<file path="config.mk">
export PLATFORM = sky130hd
export DESIGN_NAME = mips_mem_arbiter_flat
export DESIGN_NICKNAME = d
export VERILOG_FILES = /design/src/rtl/mips_pkg.sv /design/src/rtl/mips_mem_arbiter_if.sv /design/src/rtl/mips_prio_grant.sv /design/src/rtl/mips_mem_arbiter.sv /design/src/flat_wrapper.sv
export SDC_FILE = /design/constraint.sdc
export NUM_CORES = 1
export LEC_CHECK = 0
export ABC_AREA = 1
export BUFFER_PORTS_ARGS = -buffer_cell sky130_fd_sc_hd__clkbuf_2
export CORE_AREA = 2 2 86 88
export CTS_BUF_LIST = sky130_fd_sc_hd__clkbuf_4
export DETAILED_ROUTE_END_ITERATION = 10
export DIE_AREA = 0 0 88 90
export GPL_TIMING_DRIVEN = 0
export PLACE_DENSITY = 0.66
export SYNTH_ARGS = -nofsm -noshare
export SYNTH_HDL_FRONTEND = slang
export SYNTH_SLANG_ARGS = --single-unit
</file>
<file path="constraint.sdc">
create_clock -name clk -period 1.25 [get_ports clk]
set_input_delay 0 -clock clk [delete_from_list [all_inputs] [get_ports clk]]
set_output_delay 0 -clock clk [all_outputs]
set_load 0.02 [all_outputs]
</file>
<file path="src/rtl/mips_pkg.sv">
// Shared constants for the PIPELINE_MIPS32 memory arbiter: response-owner
// encoding and requester indices used by the grant vectors.
package mips_pkg;

    localparam logic [1:0] RSP_NONE = 2'd0;
    localparam logic [1:0] RSP_DBG  = 2'd1;
    localparam logic [1:0] RSP_DMEM = 2'd2;
    localparam logic [1:0] RSP_IMEM = 2'd3;

    localparam int REQ_DBG  = 0;
    localparam int REQ_DMEM = 1;
    localparam int REQ_IMEM = 2;
    localparam int NUM_REQ  = 3;

endpackage

</file>
<file path="src/rtl/mips_mem_arbiter_if.sv">
// Bundle of requester, memory-side and debug-visibility signals around the
// unified-memory arbiter. The arbiter uses the slave modport.
interface mips_mem_arbiter_if #(
    parameter int ADDR_W = 10,
    parameter int DATA_W = 32
);
    // Handshake: a requester holds req/we/addr/wdata stable until gnt; the
    // access happens in the cycle where req & gnt is high. Read data returns
    // exactly one cycle later on rdata_o, qualified by that requester's rvalid.
    logic              halt_i;
    logic              dbg_req,  dmem_req,  imem_req;
    logic              dbg_we,   dmem_we;
    logic [ADDR_W-1:0] dbg_addr, dmem_addr, imem_addr;
    logic [DATA_W-1:0] dbg_wdata, dmem_wdata;
    logic              dbg_gnt,  dmem_gnt,  imem_gnt;
    logic              dbg_rvalid, dmem_rvalid, imem_rvalid;
    logic [DATA_W-1:0] rdata_o;

    logic              mem_en;
    logic              mem_we;
    logic [ADDR_W-1:0] mem_addr;
    logic [DATA_W-1:0] mem_wdata;
    logic [DATA_W-1:0] mem_rdata;

    logic [3:0]        starve_cnt;
    logic [1:0]        rsp_owner;

    modport slave (
        input  halt_i,
        input  dbg_req, dmem_req, imem_req,
        input  dbg_we, dmem_we,
        input  dbg_addr, dmem_addr, imem_addr,
        input  dbg_wdata, dmem_wdata,
        output dbg_gnt, dmem_gnt, imem_gnt,
        output dbg_rvalid, dmem_rvalid, imem_rvalid,
        output rdata_o,
        output mem_en, mem_we, mem_addr, mem_wdata,
        input  mem_rdata,
        output starve_cnt, rsp_owner
    );

    modport master (
        output halt_i,
        output dbg_req, dmem_req, imem_req,
        output dbg_we, dmem_we,
        output dbg_addr, dmem_addr, imem_addr,
        output dbg_wdata, dmem_wdata,
        input  dbg_gnt, dmem_gnt, imem_gnt,
        input  dbg_rvalid, dmem_rvalid, imem_rvalid,
        input  rdata_o,
        input  mem_en, mem_we, mem_addr, mem_wdata,
        output mem_rdata,
        input  starve_cnt, rsp_owner
    );

endinterface

</file>
<file path="src/rtl/mips_prio_grant.sv">
// Three-way fixed-priority picker (dbg > dmem > imem); promote_i lifts imem
// above dmem but never above dbg.
module mips_prio_grant
    import mips_pkg::*;
(
    input  logic [NUM_REQ-1:0] req_i,
    input  logic               promote_i,
    output logic [NUM_REQ-1:0] gnt_o
);

    always_comb begin
        gnt_o = '0;
        if (req_i[REQ_DBG]) begin
            gnt_o[REQ_DBG] = 1'b1;
        end else if (promote_i && req_i[REQ_IMEM]) begin
            gnt_o[REQ_IMEM] = 1'b1;
        end else if (req_i[REQ_DMEM]) begin
            gnt_o[REQ_DMEM] = 1'b1;
        end else if (req_i[REQ_IMEM]) begin
            gnt_o[REQ_IMEM] = 1'b1;
        end
    end

endmodule

</file>
<file path="src/rtl/mips_mem_arbiter.sv">
// Single-port arbiter for the unified MIPS32 word memory: one access per cycle,
// one-cycle read return routed to the issuer, and fetch anti-starvation.
module mips_mem_arbiter
    import mips_pkg::*;
#(
    parameter int ADDR_W     = 10,
    parameter int DATA_W     = 32,
    parameter int STARVE_LIM = 4
) (
    input logic               clk,
    input logic               rst,
    mips_mem_arbiter_if.slave bus
);

    localparam logic [3:0] LIM = 4'(STARVE_LIM);

    logic [NUM_REQ-1:0] req_vec;
    logic [NUM_REQ-1:0] gnt_vec;
    logic               promote;
    logic [3:0]         starve_cnt_q, starve_cnt_d;
    logic [1:0]         rsp_owner_q, rsp_owner_d;
    logic               we_mux;
    logic [ADDR_W-1:0]  addr_mux;
    logic [DATA_W-1:0]  wdata_mux;
    logic               rsp_live;

    // Reset masks requests so nothing is granted or strobed in the reset cycle.
    always_comb begin
        req_vec = '0;
        if (!rst) begin
            req_vec[REQ_DBG]  = bus.dbg_req;
            req_vec[REQ_DMEM] = bus.dmem_req;
            req_vec[REQ_IMEM] = bus.imem_req & ~bus.halt_i;
        end
    end

    assign promote = (starve_cnt_q == LIM);

    mips_prio_grant u_prio (
        .req_i     (req_vec),
        .promote_i (promote),
        .gnt_o     (gnt_vec)
    );

    assign bus.dbg_gnt  = gnt_vec[REQ_DBG];
    assign bus.dmem_gnt = gnt_vec[REQ_DMEM];
    assign bus.imem_gnt = gnt_vec[REQ_IMEM];

    always_comb begin
        we_mux      = 1'b0;
        addr_mux    = '0;
        wdata_mux   = '0;
        rsp_owner_d = RSP_NONE;
        if (gnt_vec[REQ_DBG]) begin
            we_mux    = bus.dbg_we;
            addr_mux  = bus.dbg_addr;
            wdata_mux = bus.dbg_wdata;
            if (!bus.dbg_we) rsp_owner_d = RSP_DBG;
        end else if (gnt_vec[REQ_DMEM]) begin
            we_mux    = bus.dmem_we;
            addr_mux  = bus.dmem_addr;
            wdata_mux = bus.dmem_wdata;
            if (!bus.dmem_we) rsp_owner_d = RSP_DMEM;
        end else if (gnt_vec[REQ_IMEM]) begin
            addr_mux    = bus.imem_addr;
            rsp_owner_d = RSP_IMEM;
        end
    end

    assign bus.mem_en    = |gnt_vec;
    assign bus.mem_we    = we_mux;
    assign bus.mem_addr  = addr_mux;
    assign bus.mem_wdata = wdata_mux;

    // Counts consecutive cycles where fetch wanted memory and lost; saturates.
    always_comb begin
        starve_cnt_d = '0;
        if (bus.imem_req && !gnt_vec[REQ_IMEM] && !bus.halt_i) begin
            starve_cnt_d = (starve_cnt_q >= LIM) ? LIM : starve_cnt_q + 4'd1;
        end
    end

    always_ff @(posedge clk) begin
        if (rst) begin
            starve_cnt_q <= '0;
            rsp_owner_q  <= RSP_NONE;
        end else begin
            starve_cnt_q <= starve_cnt_d;
            rsp_owner_q  <= rsp_owner_d;
        end
    end

    // A read in flight when reset arrives is silently dropped.
    assign rsp_live        = !rst && (rsp_owner_q != RSP_NONE);
    assign bus.dbg_rvalid  = !rst && (rsp_owner_q == RSP_DBG);
    assign bus.dmem_rvalid = !rst && (rsp_owner_q == RSP_DMEM);
    assign bus.imem_rvalid = !rst && (rsp_owner_q == RSP_IMEM);
    assign bus.rdata_o     = rsp_live ? bus.mem_rdata : '0;

    assign bus.starve_cnt = starve_cnt_q;
    assign bus.rsp_owner  = rsp_owner_q;

endmodule

</file>
<file path="src/flat_wrapper.sv">
// flat-port wrapper written by rule: the top's interface ports become plain ports
module mips_mem_arbiter_flat import mips_pkg::*;
#(
    parameter int ADDR_W     = 10,
    parameter int DATA_W     = 32,
    parameter int STARVE_LIM = 4
)
  (clk, rst, bus_halt_i, bus_dbg_req, bus_dmem_req, bus_imem_req, bus_dbg_we, bus_dmem_we, bus_dbg_addr, bus_dmem_addr, bus_imem_addr, bus_dbg_wdata, bus_dmem_wdata, bus_dbg_gnt, bus_dmem_gnt, bus_imem_gnt, bus_dbg_rvalid, bus_dmem_rvalid, bus_imem_rvalid, bus_rdata_o, bus_mem_en, bus_mem_we, bus_mem_addr, bus_mem_wdata, bus_mem_rdata, bus_starve_cnt, bus_rsp_owner);
  mips_mem_arbiter_if #(.ADDR_W(ADDR_W), .DATA_W(DATA_W)) bus_i ();
  input logic clk;
  input logic rst;
  input wire logic [$bits(bus_i.halt_i)-1:0] bus_halt_i;
  input wire logic [$bits(bus_i.dbg_req)-1:0] bus_dbg_req;
  input wire logic [$bits(bus_i.dmem_req)-1:0] bus_dmem_req;
  input wire logic [$bits(bus_i.imem_req)-1:0] bus_imem_req;
  input wire logic [$bits(bus_i.dbg_we)-1:0] bus_dbg_we;
  input wire logic [$bits(bus_i.dmem_we)-1:0] bus_dmem_we;
  input wire logic [$bits(bus_i.dbg_addr)-1:0] bus_dbg_addr;
  input wire logic [$bits(bus_i.dmem_addr)-1:0] bus_dmem_addr;
  input wire logic [$bits(bus_i.imem_addr)-1:0] bus_imem_addr;
  input wire logic [$bits(bus_i.dbg_wdata)-1:0] bus_dbg_wdata;
  input wire logic [$bits(bus_i.dmem_wdata)-1:0] bus_dmem_wdata;
  output wire logic [$bits(bus_i.dbg_gnt)-1:0] bus_dbg_gnt;
  output wire logic [$bits(bus_i.dmem_gnt)-1:0] bus_dmem_gnt;
  output wire logic [$bits(bus_i.imem_gnt)-1:0] bus_imem_gnt;
  output wire logic [$bits(bus_i.dbg_rvalid)-1:0] bus_dbg_rvalid;
  output wire logic [$bits(bus_i.dmem_rvalid)-1:0] bus_dmem_rvalid;
  output wire logic [$bits(bus_i.imem_rvalid)-1:0] bus_imem_rvalid;
  output wire logic [$bits(bus_i.rdata_o)-1:0] bus_rdata_o;
  output wire logic [$bits(bus_i.mem_en)-1:0] bus_mem_en;
  output wire logic [$bits(bus_i.mem_we)-1:0] bus_mem_we;
  output wire logic [$bits(bus_i.mem_addr)-1:0] bus_mem_addr;
  output wire logic [$bits(bus_i.mem_wdata)-1:0] bus_mem_wdata;
  input wire logic [$bits(bus_i.mem_rdata)-1:0] bus_mem_rdata;
  output wire logic [$bits(bus_i.starve_cnt)-1:0] bus_starve_cnt;
  output wire logic [$bits(bus_i.rsp_owner)-1:0] bus_rsp_owner;
  assign bus_i.halt_i = bus_halt_i;
  assign bus_i.dbg_req = bus_dbg_req;
  assign bus_i.dmem_req = bus_dmem_req;
  assign bus_i.imem_req = bus_imem_req;
  assign bus_i.dbg_we = bus_dbg_we;
  assign bus_i.dmem_we = bus_dmem_we;
  assign bus_i.dbg_addr = bus_dbg_addr;
  assign bus_i.dmem_addr = bus_dmem_addr;
  assign bus_i.imem_addr = bus_imem_addr;
  assign bus_i.dbg_wdata = bus_dbg_wdata;
  assign bus_i.dmem_wdata = bus_dmem_wdata;
  assign bus_dbg_gnt = bus_i.dbg_gnt;
  assign bus_dmem_gnt = bus_i.dmem_gnt;
  assign bus_imem_gnt = bus_i.imem_gnt;
  assign bus_dbg_rvalid = bus_i.dbg_rvalid;
  assign bus_dmem_rvalid = bus_i.dmem_rvalid;
  assign bus_imem_rvalid = bus_i.imem_rvalid;
  assign bus_rdata_o = bus_i.rdata_o;
  assign bus_mem_en = bus_i.mem_en;
  assign bus_mem_we = bus_i.mem_we;
  assign bus_mem_addr = bus_i.mem_addr;
  assign bus_mem_wdata = bus_i.mem_wdata;
  assign bus_i.mem_rdata = bus_mem_rdata;
  assign bus_starve_cnt = bus_i.starve_cnt;
  assign bus_rsp_owner = bus_i.rsp_owner;
  mips_mem_arbiter #(.ADDR_W(ADDR_W), .DATA_W(DATA_W), .STARVE_LIM(STARVE_LIM)) u_core (.clk(clk), .rst(rst), .bus(bus_i));
endmodule
</file>
## Word-level counts from Yosys, hierarchy flattened

Index checks and enable logic that the tools add are counted.
Widths: inputs -> output; s select.

| word-level totals | value |
|---|---|
| output and inout port bits | 88 |
| input port bits | 134 |
| word-level logic and storage cells | 48 |
| register bits | 6 |

| cells by class | value |
|---|---|
| eq/ne operators | 4 |
| reductions and logical operators | 14 |
| multiplexer cells | 22 |
| $lt $le $gt $ge | 1 |
| $add $sub $neg | 1 |
| bitwise operators | 3 |

Operator list:

| kind | number |
|---|---|
| $mux 32 | 3 |
| $mux 10 | 3 |
| $mux 2 | 5 |
| $mux 1 | 9 |
| $logic_and 1x1->1 | 7 |
| $mux 3 | 2 |
| $reduce_or 3->1 | 2 |
| $add 4x1->4 const B | 1 |
| $eq 2x2->1 const B | 2 |
| $eq 4x3->1 const B | 1 |
| $ge 4x3->1 const B | 1 |
| $logic_not 1->1 | 3 |
| $eq 2x1->1 const B | 1 |
| $not 1->1 | 2 |
| $reduce_bool 2->1 | 1 |
| $reduce_or 2->1 | 1 |
| $and 1x1->1 | 1 |

## Longest topological paths before layout

Gate-level depths: netlist of run 1.

| logic depth | value |
|---|---|
| word-level depth | 12 |
| mapped depth | 8 |
| depth with buffers taken out | 7 |

## Cells and area by module

From an unflattened synthesis of run 1, not the netlist that was laid out.

| second synthesis, totals | value |
|---|---|
| cells, all modules | 274 |
| area total of the unflattened synthesis | 1317.5 um^2 |

By module, submodules not included:

| module | area an instance (um^2) | cells an instance | seq. area each (um^2) | instances |
|---|---|---|---|---|
| mips_mem_arbiter | 1276.2 | 264 | 120.1 | 1 |
| mips_prio_grant | 41.3 | 10 | 0.0 | 1 |

## Least setup slack after synthesis of run 1

No wires, ideal clock.

| timing path | value |
|---|---|
| path kind | register -> output |
| start point | register u_core.starve_cnt_q[0] (netlist: u_core.bus.starve_cnt[0]) |
| end point | output port bus_mem_we |
| required time | 1.250 ns |
| path buffers | 0 |
| slack | -0.218 ns |
| arrival time | 1.468 ns |
| stages on the path, launching flop included | 8 |
| cell sequence | dfxtp_1 inv_1 ha_1 nand3_1 inv_1 nand2_1 nand2_1 o21ai_0 |

| on the way | value |
|---|---|
| word-level cells in the longest chain between the ends | 6 |

Ends and longest elaborated chain:

| item | line | RTL |
|---|---|---|
| start, declared | mips_mem_arbiter.sv:20 | `logic [3:0] starve_cnt_q, starve_cnt_d;` |
| start signal, assigned | mips_mem_arbiter.sv:88 | `starve_cnt_q <= starve_cnt_d;` |
| $eq 4x3->1 | mips_mem_arbiter.sv:37 | `assign promote = (starve_cnt_q == LIM);` |
| $logic_and 1x1->1 | mips_prio_grant.sv:15 | `end else if (promote_i && req_i[REQ_IMEM]) begin` |
| $mux 1 | mips_prio_grant.sv:15 |  |
| $mux 2 | mips_prio_grant.sv:13 | `if (req_i[REQ_DBG]) begin` |
| $mux 1 | mips_mem_arbiter.sv:59 | `end else if (gnt_vec[REQ_DMEM]) begin` |
| $mux 1 | mips_mem_arbiter.sv:54 | `if (gnt_vec[REQ_DBG]) begin` |
| end, declared | flat_wrapper.sv:31 | `output wire logic [$bits(bus_i.mem_we)-1:0] bus_mem_we;` |

No other way between the ends.

## Final worst setup path of run 1

| timing path | value |
|---|---|
| start point | register u_core.starve_cnt_q[0] (netlist: u_core.bus.starve_cnt[0]) |
| end point | output port bus_mem_wdata[2] |

| on the way | value |
|---|---|
| word-level cells in the longest chain between the ends | 6 |

Ends and longest elaborated chain:

| item | line | RTL |
|---|---|---|
| $eq 4x3->1 | mips_mem_arbiter.sv:37 |  |
| $logic_and 1x1->1 | mips_prio_grant.sv:15 |  |
| $mux 1 | mips_prio_grant.sv:15 |  |
| $mux 2 | mips_prio_grant.sv:13 |  |
| $mux 32 | mips_mem_arbiter.sv:59 |  |
| $mux 32 | mips_mem_arbiter.sv:54 |  |
| end, declared | flat_wrapper.sv:33 | `output wire logic [$bits(bus_i.mem_wdata)-1:0] bus_mem_wdata;` |

No other way between the ends.

==> key figures, run 1 <==
Run status
  – Status: complete, but fails checks
  – Violated checks: setup timing

Power and ir drop
  – Clock power share: 14.3%
  – Cell Pwr Density: 433.1 nW/um^2
  – Comb power frac: 71.3%
  – Power Internal: 0.8437 mW
  – Net Sw Frac: 41.66%
  – Tot Pwr: 1.446 mW
  – Leakage power total: 2.114 nW
  – Worst vdd ir: 0.2069 mV
  – Flop pwr share: 14.4%
  – P_sw: 0.6026 mW

Drt
  – Final WL: 6916 um
  – Drt initial violations: 33
  – Vias: 2444
  – Final ANT Viol Nets: 0
  – Via-per-instance ratio: 4.073
  – DRC: 0
  – DR WL/cell: 11.53 um
  – DRT Pass-1 Iters: 4

Global routing
  – GR Overflow Total: 0
  – M1 GR Usage: 15.27%
  – Met3 GRT Util: 2.388%
  – Vias in the first global route: 2200
  – Met2 Usage GRT: 30.11%
  – First-pass GRT wire length: 9660 um
  – GRT Total Usage: 14.90%
  – Antenna violations before repair: 0
  – Top Usage Layer GRT: met2
  – Largest net degree at the start of global routing: 11

Placement
  – I/O Buffers: 221
  – Dpl hpwl: 5284 um
  – GPL Wtd Cong: 0.7317
  – Pre-CTS setup slack: -176.5 ps
  – Placed insts: 584

Timing
  – Slew @ Worst Pin: 621.4 ps
  – Final min period: 1569 ps
  – PnR worst setup slack: -318.9 ps
  – Setup TNS: -12770 ps
  – Final Max Slew Viols: 0
  – Fmax: 0.6374 GHz
  – Crit share post-route: 125.5%
  – RSZ-0062 raised after global routing: true
  – Setup violators final: 47
  – Final clock skew: 5.105 ps
  – Final Hold Fails: 0
  – Worst slew margin: 58.57%

Die
  – Die Span Y: 90 um
  – Io pins: 222
  – Rows: 31
  – Core area: 7020 sq um
  – DIE AREA: 7920 sq um
  – Die width: 88 um
  – Initial core utilization: 17.13%

Run
  – Max-cap violations: 0

Critical path
  – Worst Path Required: 1250 ps
  – FF-to-FF End: u_core.bus.rsp_owner[1]
  – R2R cell count: 8
  – R2R Setup Slk: -10 ps
  – Crit Path Category: reg2out
  – CP Launch Type: flip-flop
  – Worst Setup SP: u_core.bus.starve_cnt[0]
  – Worst reg2reg startpoint: u_core.bus.starve_cnt[0]
  – Critical Path End Type: primary output
  – Critical path fanouts, max: 8
  – Worst endpoint data arrival time: 1570 ps

Clocking
  – CTS tree: yes
  – Clock Latency Late Sink: 240 ps
  – Number of H-tree levels: 1
  – Maximum buffer depth of the clock tree: 2
  – Reg clk slew, reported paths: 50 ps
  – CTS buffer count: 3
  – Clock root cell: clkbuf_4
  – CTS sink cnt: 6

Finish
  – Share of post-route cells with drive strength above 1: 67.47%
  – Commonest non-fill, non-tap cell in the layout: clkbuf_2
  – Most frequent cells in the layout: clkbuf_2, nand2_2, nand2_1
  – Final core utilization: 47.57%
  – Final std cells w/o fill: 600
  – Layout area overhead: 177.7%
  – Diodes inserted: 0
  – Nets@finish: 638

Worst hold path
  – HP Class: in2reg
  – Hold_sp: bus_dmem_we
  – Worst hold path endpoint: u_core.bus.rsp_owner[1]
  – Worst Hold Depth: 4

Synthesis
  – Sequential area share after synthesis: 9.990%
  – Net Count, Synth: 400
  – Synthesis Warnings: 0
  – Synth Instances: 264
  – Number of distinct library cells after synthesis: 17
  – Yosys reg bits: 6
  – Syn avg cell area: 4.555 sq um
  – Syn Std Cell Area: 1202 sq um
[state kept, by name (all words and copies together) (netlist names)]
signal                 flops
u_core.bus.starve_cnt      4
u_core.bus.rsp_owner       2
[routing by layer]
| layer | wire length (um) | vias up |
|---|---|---|
| li1 | - | 1251 |
| met1 | 2314 | 1041 |
| met2 | 3871 | 144 |
| met3 | 652 | 8 |
| met4 | 78 | 0 |
| met5 | 0 | - |
[power groups by stage]
| stage | combinational (mW) | sequential (mW) | clock [mW] |
|---|---|---|---|
| 3_3_place_gp | 0.762 | 0.208 | 0 |
| 6_report | 1.03 | 0.208 | 0.207 |
| 4_1_cts | 0.908 | 0.208 | 0.217 |
| 2_1_floorplan | 0.386 | 0.215 | 0 |
| 5_1_grt | 1.11 | 0.208 | 0.225 |
| 3_5_place_dp | 0.772 | 0.209 | 0 |
[critical path, stage by stage (launching register included)]
cell	delay, ps
dfxtp_4	340
inv_4	50
ha_4	130
nand3_4	70
o21a_1	190
buf_6	150
buf_6	140
nand2_2	70
nand2_2	60
buf_6	130
[final cells by class]
class / instances / area (sq um)
inverter: 44 / 170.2
multi-input combinational: 199 / 1162
clock buffer: 4 / 30.03
fill: 688 / 3681
buffer: 15 / 133.9
sequential: 6 / 127.6
timing repair buffer: 233 / 1592
tap: 99 / 123.9
[stage by stage]
step	cell area (sq um)	hold WS [ps]
2_1_floorplan	1294	88.67
3_3_place_gp	2524	227.5
3_5_place_dp	2524	225.6
4_1_cts	3003	14.95
5_1_grt	3339	33.91
6_report	3339	20.47
[what timing repair did]
action / CTS / global route
buffers inserted: 4 / 3
hold endpoints to repair: 1 / 0
resized for setup: 107 / 116
pin swaps: 4 / 9
hold buffers: 1 / 0
cloned: 3 / 1
endpoints found under the setup margin: 78 / 76
[cells by family (layout without fill, tap and decap cells)]
| group | after synthesis | in the layout | synth area share [%] |
|---|---|---|---|
| AND/OR/NAND/NOR | 192 | 192 | 64.52 |
| buffers and inverters | 59 | 296 | 21.23 |
| flip-flops | 6 | 6 | 9.990 |
| AO/OA/AOI/OAI | 4 | 4 | 1.873 |
| adder cells (fa/ha/maj) | 2 | 2 | 2.081 |
| other | 1 | 1 | 0.3119 |
[worst max path at each step]
stage               slack (ps)  depth (start not counted)           endpoint
floorplan                    1                          8  bus_mem_wdata[22]
finish                    -320                          9   bus_mem_wdata[2]
detailed placement        -180                          9   bus_mem_wdata[6]
global route              -380                          9  bus_mem_wdata[27]
CTS                       -340                          9  bus_mem_wdata[31]
global placement          -170                          9   bus_mem_wdata[6]
[Yosys cell counts]
cell	n	area [sq um]
buf_2	6	30.03
buf_4	1	7.510
buf_6	3	33.78
clkbuf_1	5	18.77
conb_1	1	3.750
dfxtp_1	6	120.1
ha_1	2	25.02
inv_1	43	161.4
inv_2	1	3.750
nand2_1	116	435.4
nand3_1	33	165.2
nor2_1	38	142.6
nor3_1	4	20.02
nor3b_2	1	12.51
o21a_1	1	7.510
o21ai_0	2	10.01
o21ai_1	1	5.000
Power figures use the tool's default switching activity.
==> inputs of run 2 (changes only) <==
--- a/config.mk
+++ b/config.mk
@@ -12,7 +12,8 @@
 export DETAILED_ROUTE_END_ITERATION = 10
 export DIE_AREA = 0 0 88 90
 export GPL_TIMING_DRIVEN = 0
-export PLACE_DENSITY = 0.66
+export PLACE_DENSITY_LB_ADDON = 0.1
+export SETUP_SLACK_MARGIN = 0.4
 export SYNTH_ARGS = -nofsm -noshare
 export SYNTH_HDL_FRONTEND = slang
 export SYNTH_SLANG_ARGS = --single-unit
==> run 2 against run 1 <==
  * The run still ends with setup timing left
  * Combinational power grew 32%
  * Cell area increased by 33%
  * Clock power increased by 4%
  * Die area stayed put
  * Wire length is 9.6% higher
  * Clock skew up 4.6 ps
  * Critical path depth stayed put
  * Fmax is 2.2% lower
  * Non-clock buffer count is 9 higher
  * Critical endpoint is now bus_mem_wdata[21]
  * Largest cell class unchanged
  * Highest routed layer unchanged
==> key figures, run 2 (synthesized netlist as in run 1, its figures left out) <==
Run status
  – Status: complete, but fails checks
  – Violated checks: setup timing

Critical path
  – Critical-path cell list: inv_4 > ha_4 > nand3_4 > o21a_1 > buf_12 > clkbuf_16 > nand2_2 > nand2_2 > buf_6
  – Crit Path Category: reg2out
  – Buf+Inv Stages, Crit Path: 4
  – CP Launch Type: flip-flop
  – Slowest-stage cell, CP: dfxtp_4
  – Worst endpoint data arrival time: 1600 ps
  – Most common cell on crit path: nand2_2
  – Critical Path End Type: primary output
  – Critical path fanouts, max: 8
  – CP top delay family: buffers and inverters
  – Worst Path Required: 1250 ps
  – Max stage delay on crit path: 350 ps

Drt
  – Final WL: 7581 um
  – Final ANT Viol Nets: 0
  – Vias: 2513
  – Via-per-instance ratio: 4.126
  – DRC: 0
  – Top routing layer in use: met4
  – Total length of routed met2 wires: 4306 um
  – Drt initial violations: 26
  – Post-Route M1 WL: 2599 um
  – DRT Pass-1 Iters: 4
  – Met3 WL post-DR: 589 um
  – DR WL/cell: 12.45 um

Worst hold path
  – HP Class: in2reg

Clocking
  – CTS tree: yes
  – Clock root cell: clkbuf_4
  – Number of H-tree levels: 1
  – Reg clk slew, reported paths: 50 ps
  – Maximum buffer depth of the clock tree: 2
  – CTS sink cnt: 6
  – CTS buffer count: 3
  – Clock Latency Late Sink: 250 ps

Placement
  – Dpl hpwl: 5529 um
  – GPL Wtd Cong: 0.7640
  – Pre-CTS setup slack: -312.9 ps
  – I/O Buffers: 221

Finish
  – Nets@finish: 647
  – Layout area overhead: 269.5%
  – Share of post-route cells with drive strength above 1: 78.43%
  – Diodes inserted: 0
  – Most frequent cells in the layout: clkbuf_2, nand2_1, buf_8
  – Final core utilization: 63.29%
  – Max FFs per register: 4
  – Commonest non-fill, non-tap cell in the layout: clkbuf_2

Timing
  – RSZ-0062 raised after global routing: true
  – Final Max Slew Viols: 0
  – Final min period: 1604 ps
  – Setup TNS: -16090 ps
  – Setup violators final: 79
  – PnR worst setup slack: -354.2 ps
  – Final clock skew: 9.662 ps
  – Crit share post-route: 128.3%
  – Final Hold Fails: 0
  – Fmax: 0.6234 GHz
  – Final hold slack: 31.53 ps

Power and ir drop
  – Flop pwr share: 11.4%
  – Worst vdd ir: 0.4011 mV
  – Cell Pwr Density: 398.9 nW/um^2
  – Clock power share: 12.1%
  – Tot Pwr: 1.773 mW
  – P_sw: 0.7320 mW
  – Net Sw Frac: 41.30%
  – Power Internal: 1.041 mW
  – Leakage power total: 2.464 nW
  – Comb power frac: 76.5%

Global routing
  – GR Overflow Total: 0
  – Largest net degree at the start of global routing: 11
  – Vias in the first global route: 2331
  – Antenna violations before repair: 0
  – GRT Total Usage: 16.48%
  – First-pass GRT wire length: 10640 um

Die
  – DIE AREA: 7920 sq um
  – Io pins: 222
  – Die Span Y: 90 um
  – Rows: 31
  – Die width: 88 um
  – Initial core utilization: 17.13%
  – Core area: 7020 sq um

Run
  – Max-cap violations: 0
-- run 2: cell count changes in the layout (fill, tap and decap cells not counted), sizes merged --
cell    change
clkbuf     -28
buf        +37
-- run 2: final timing paths --
path,startpoint,to,slack [ps],cells after the start
min,bus_dmem_we,u_core.bus.rsp_owner[1],30,4
max,u_core.bus.starve_cnt[1],bus_mem_wdata[21],-350,9
min reg2reg,u_core.bus.starve_cnt[2],u_core.bus.starve_cnt[2],560,2
max reg2reg,u_core.bus.starve_cnt[1],u_core.bus.rsp_owner[1],-40,8
-- run 2: routing by layer --
metal	up-vias	track usage (%)
li1	1273	-
met4	0	2.436
met3	10	2.847
met5	-	0
met1	1098	17.80
met2	132	32.77
-- run 2: area by class of cell --
type | instances | area [sq um]
inverters | 44 | 172.7
fillers | 583 | 2577
well taps | 99 | 123.9
multi-input cells | 199 | 1615
clock buffers | 4 | 30.03
flip-flops and latches | 6 | 136.4
plain buffers | 15 | 210.2
repair buffers | 242 | 2155
-- run 2: what timing repair did --
| action | in CTS | in global routing |
|---|---|---|
| endpoints found under the setup margin | 87 | 91 |
| cloned | 4 | 2 |
| gates resized for setup | 145 | 151 |
| setup buffers | 12 | 2 |
| pin swaps | 7 | 9 |
| endpoints found under the hold margin | 1 | 0 |
| hold buffers | 1 | 0 |
-- run 2: power by group through the flow --
| stage | Sequential [mW] | Clock [mW] | Combinational (mW) |
|---|---|---|---|
| final | 0.201 | 0.215 | 1.36 |
| after global routing | 0.202 | 0.232 | 1.44 |
| after CTS | 0.201 | 0.226 | 1.20 |
| after detailed placement | 0.208 | 0 | 0.946 |
| after global placement | 0.207 | 0 | 0.940 |
| after floorplan | 0.215 | 0 | 0.544 |
-- run 2: tightest hold or removal path, delay by kind of cell --
family | cells | cell delay [ps]
buffers and inverters | 2 | 140
AND/OR/NAND/NOR | 2 | 90
-- run 2: through the flow --
stage          cell area [sq um]  std cells
2_1_floorplan               1951        264
3_3_place_gp                3181        584
3_5_place_dp                3181        584
4_1_cts                     4066        605
5_1_grt                     4443        609
6_report                    4443        609
==> inputs of run 3 (changes only) <==
--- a/config.mk
+++ b/config.mk
@@ -11,7 +11,6 @@
 export CTS_BUF_LIST = sky130_fd_sc_hd__clkbuf_4
 export DETAILED_ROUTE_END_ITERATION = 10
 export DIE_AREA = 0 0 88 90
-export GPL_TIMING_DRIVEN = 0
 export PLACE_DENSITY_LB_ADDON = 0.1
 export SETUP_SLACK_MARGIN = 0.4
 export SYNTH_ARGS = -nofsm -noshare
==> run 3 against run 2 <==
  * The flow still finishes with violations (setup timing)
  * Total power shrank 6.3%
  * Flip-flop and latch count did not move
  * Critical path depth fell by 1
  * Register-to-register slack gained 80 ps
  * Sequential share of layout area up 0.20 points
  * Cell area down 5.4%
  * Wire length shrank 3.6%
  * Critical path type unchanged
  * Critical endpoint is now bus_mem_wdata[22]
  * Largest power group unchanged
==> key figures, run 3 (synthesized netlist as in run 1, its figures left out) <==
Placement
  – GPL Wtd Cong: 0.7967
  – Placed cell area: 3233 sq um
  – I/O Buffers: 221
  – Placed insts: 586
  – Dpl hpwl: 5555 um

Power and ir drop
  – Power Internal: 0.9494 mW
  – Flop pwr share: 12.0%
  – Leakage power total: 2.370 nW
  – P_sw: 0.7117 mW
  – Clock power share: 13.5%
  – Net Sw Frac: 42.85%
  – Worst vdd ir: 0.3540 mV
  – Comb power frac: 74.5%
  – Cell Pwr Density: 395.0 nW/um^2

Die
  – Die Span Y: 90 um
  – Core area: 7020 sq um
  – DIE AREA: 7920 sq um
  – Rows: 31
  – Initial core utilization: 17.13%
  – Io pins: 222
  – Die width: 88 um

Drt
  – Final ANT Viol Nets: 0
  – Final WL: 7305 um
  – Via-per-instance ratio: 4.153
  – Vias: 2525
  – DRC: 0
  – Drt initial violations: 34
  – DRT Pass-1 Iters: 4
  – DR WL/cell: 12.01 um

Worst hold path
  – Worst Hold Depth: 4
  – HP Class: in2reg

Clocking
  – Clock Latency Late Sink: 250 ps
  – CTS sink cnt: 6
  – CTS tree: yes
  – CTS buffer count: 3
  – Maximum buffer depth of the clock tree: 2
  – Reg clk slew, reported paths: 50 ps
  – Clock root cell: clkbuf_4
  – Number of H-tree levels: 1

Critical path
  – Crit path depth: 8
  – Critical Path End Type: primary output
  – Crit Path Category: reg2out
  – Worst endpoint data arrival time: 1530 ps
  – Max stage delay on crit path: 340 ps
  – CP top delay family: buffers and inverters
  – Slowest-stage cell, CP: dfxtp_4
  – CP Launch Type: flip-flop
  – Buf+Inv Stages, Crit Path: 3
  – Critical-path cell list: inv_2 > ha_4 > nand3_4 > o21a_4 > buf_12 > nand2_4 > nand2_4 > clkbuf_2
  – Worst Path Required: 1250 ps
  – R2R cell count: 7
  – Critical path fanouts, max: 15
  – Most common cell on crit path: nand2_4

Run status
  – Violated checks: setup timing
  – Status: complete, but fails checks

Timing
  – RSZ-0062 raised after global routing: true
  – Final clock skew: 3.210 ps
  – PnR worst setup slack: -275.5 ps
  – Final Hold Fails: 0
  – Crit share post-route: 122.0%
  – Setup violators final: 71
  – Final min period: 1526 ps
  – Final Max Slew Viols: 0
  – Fmax: 0.6555 GHz

Global routing
  – M1 GR Usage: 18.69%
  – GRT Total Usage: 17.71%
  – Met3 GRT Util: 4.224%
  – Antenna violations before repair: 0
  – Met2 Usage GRT: 34.47%
  – Vias in the first global route: 2513
  – First-pass GRT wire length: 11360 um
  – Largest net degree at the start of global routing: 26
  – Top Usage Layer GRT: met2
  – GR Overflow Total: 0

Finish
  – Nets@finish: 646
  – Final std cells w/o fill: 608
  – FILL cells: 611
  – Layout area overhead: 249.7%
  – Commonest non-fill, non-tap cell in the layout: clkbuf_2
  – Final Instance Area: 4205 sq um
  – Share of post-route cells with drive strength above 1: 76.82%
  – Max FFs per register: 4
  – Final core utilization: 59.90%
  – Diodes inserted: 0
  – Most frequent cells in the layout: clkbuf_2, nand2_1, buf_8

Run
  – Max-cap violations: 0
[run 3: cell count changes in the layout (fill, tap and decap cells not counted), moves of 3 or more]
cell / change
nand3_4: +5
nand3_2: -7
nand2_2: -8
clkbuf_2: +20
nand2_4: -5
clkbuf_8: -8
clkbuf_16: -3
nand2_1: +13
buf_6: -17
buf_4: +11
[run 3: path summary, 6_finish.rpt]
check | startpoint | to | slack [ps]
worst min-delay path | bus_dmem_we | u_core.bus.rsp_owner[1] | 30
worst max-delay path | u_core.bus.starve_cnt[0] | bus_mem_wdata[22] | -280
worst max register to register | u_core.bus.starve_cnt[0] | u_core.bus.rsp_owner[1] | 40
worst min register to register | u_core.bus.starve_cnt[3] | u_core.bus.starve_cnt[2] | 610
[run 3: timing repair]
action / CTS / global route
gates resized for setup: 124 / 90
hold buffers: 1 / 0
endpoints found under the hold margin: 1 / 0
pin swaps: 10 / 3
gates cloned: 4 / 0
buffers inserted: 8 / 5
setup endpoints to repair: 90 / 92
[run 3: power groups by stage]
stage	Sequential, mW	Combinational [mW]	Clock (mW)
after CTS	0.200	1.17	0.234
after global routing	0.200	1.32	0.244
after detailed placement	0.205	0.962	0
after global placement	0.205	0.953	0
final	0.200	1.24	0.223
after floorplan	0.215	0.544	0
[run 3: layer usage]
layer	share of wire [%]	vias up
met5	0	-
met1	35	1118
li1	-	1269
met4	1.1	0
met2	56	130
met3	8.6	8
[run 3: final cells by class]
type                            instances  area [sq um]  share of cell area [%]
Timing Repair Buffer                  256          2133                   50.73
Multi-Input combinational cell        199          1610                   38.29
Clock buffer                            4         30.03                  0.7141
Inverter                               44         170.2                   4.046
Sequential cell                         6         137.6                   3.273
Tap cell                               99         123.9                   2.946
[run 3: worst reg2reg max path, cell delays in order (launching register included)]
cell,delay [ps]
dfxtp_4,340
inv_2,60
ha_4,130
nand3_4,80
o21a_4,230
buf_12,160
nand2_1,70
nand2_1,40
[run 3: stage by stage]
stage | hold WS [ps] | power [mW] | setup TNS, ps | setup slack, ps
final | 27.65 | 1.661 | -12550 | -275.5
after floorplan | 51.26 | 0.7582 | 0 | 34.27
after detailed placement | 205.3 | 1.167 | -592.9 | -26.77
after CTS | 1.706 | 1.600 | -14060 | -291.6
after global placement | 207.4 | 1.159 | -106.9 | -11.56
after global routing | 55.02 | 1.768 | -17400 | -350.5
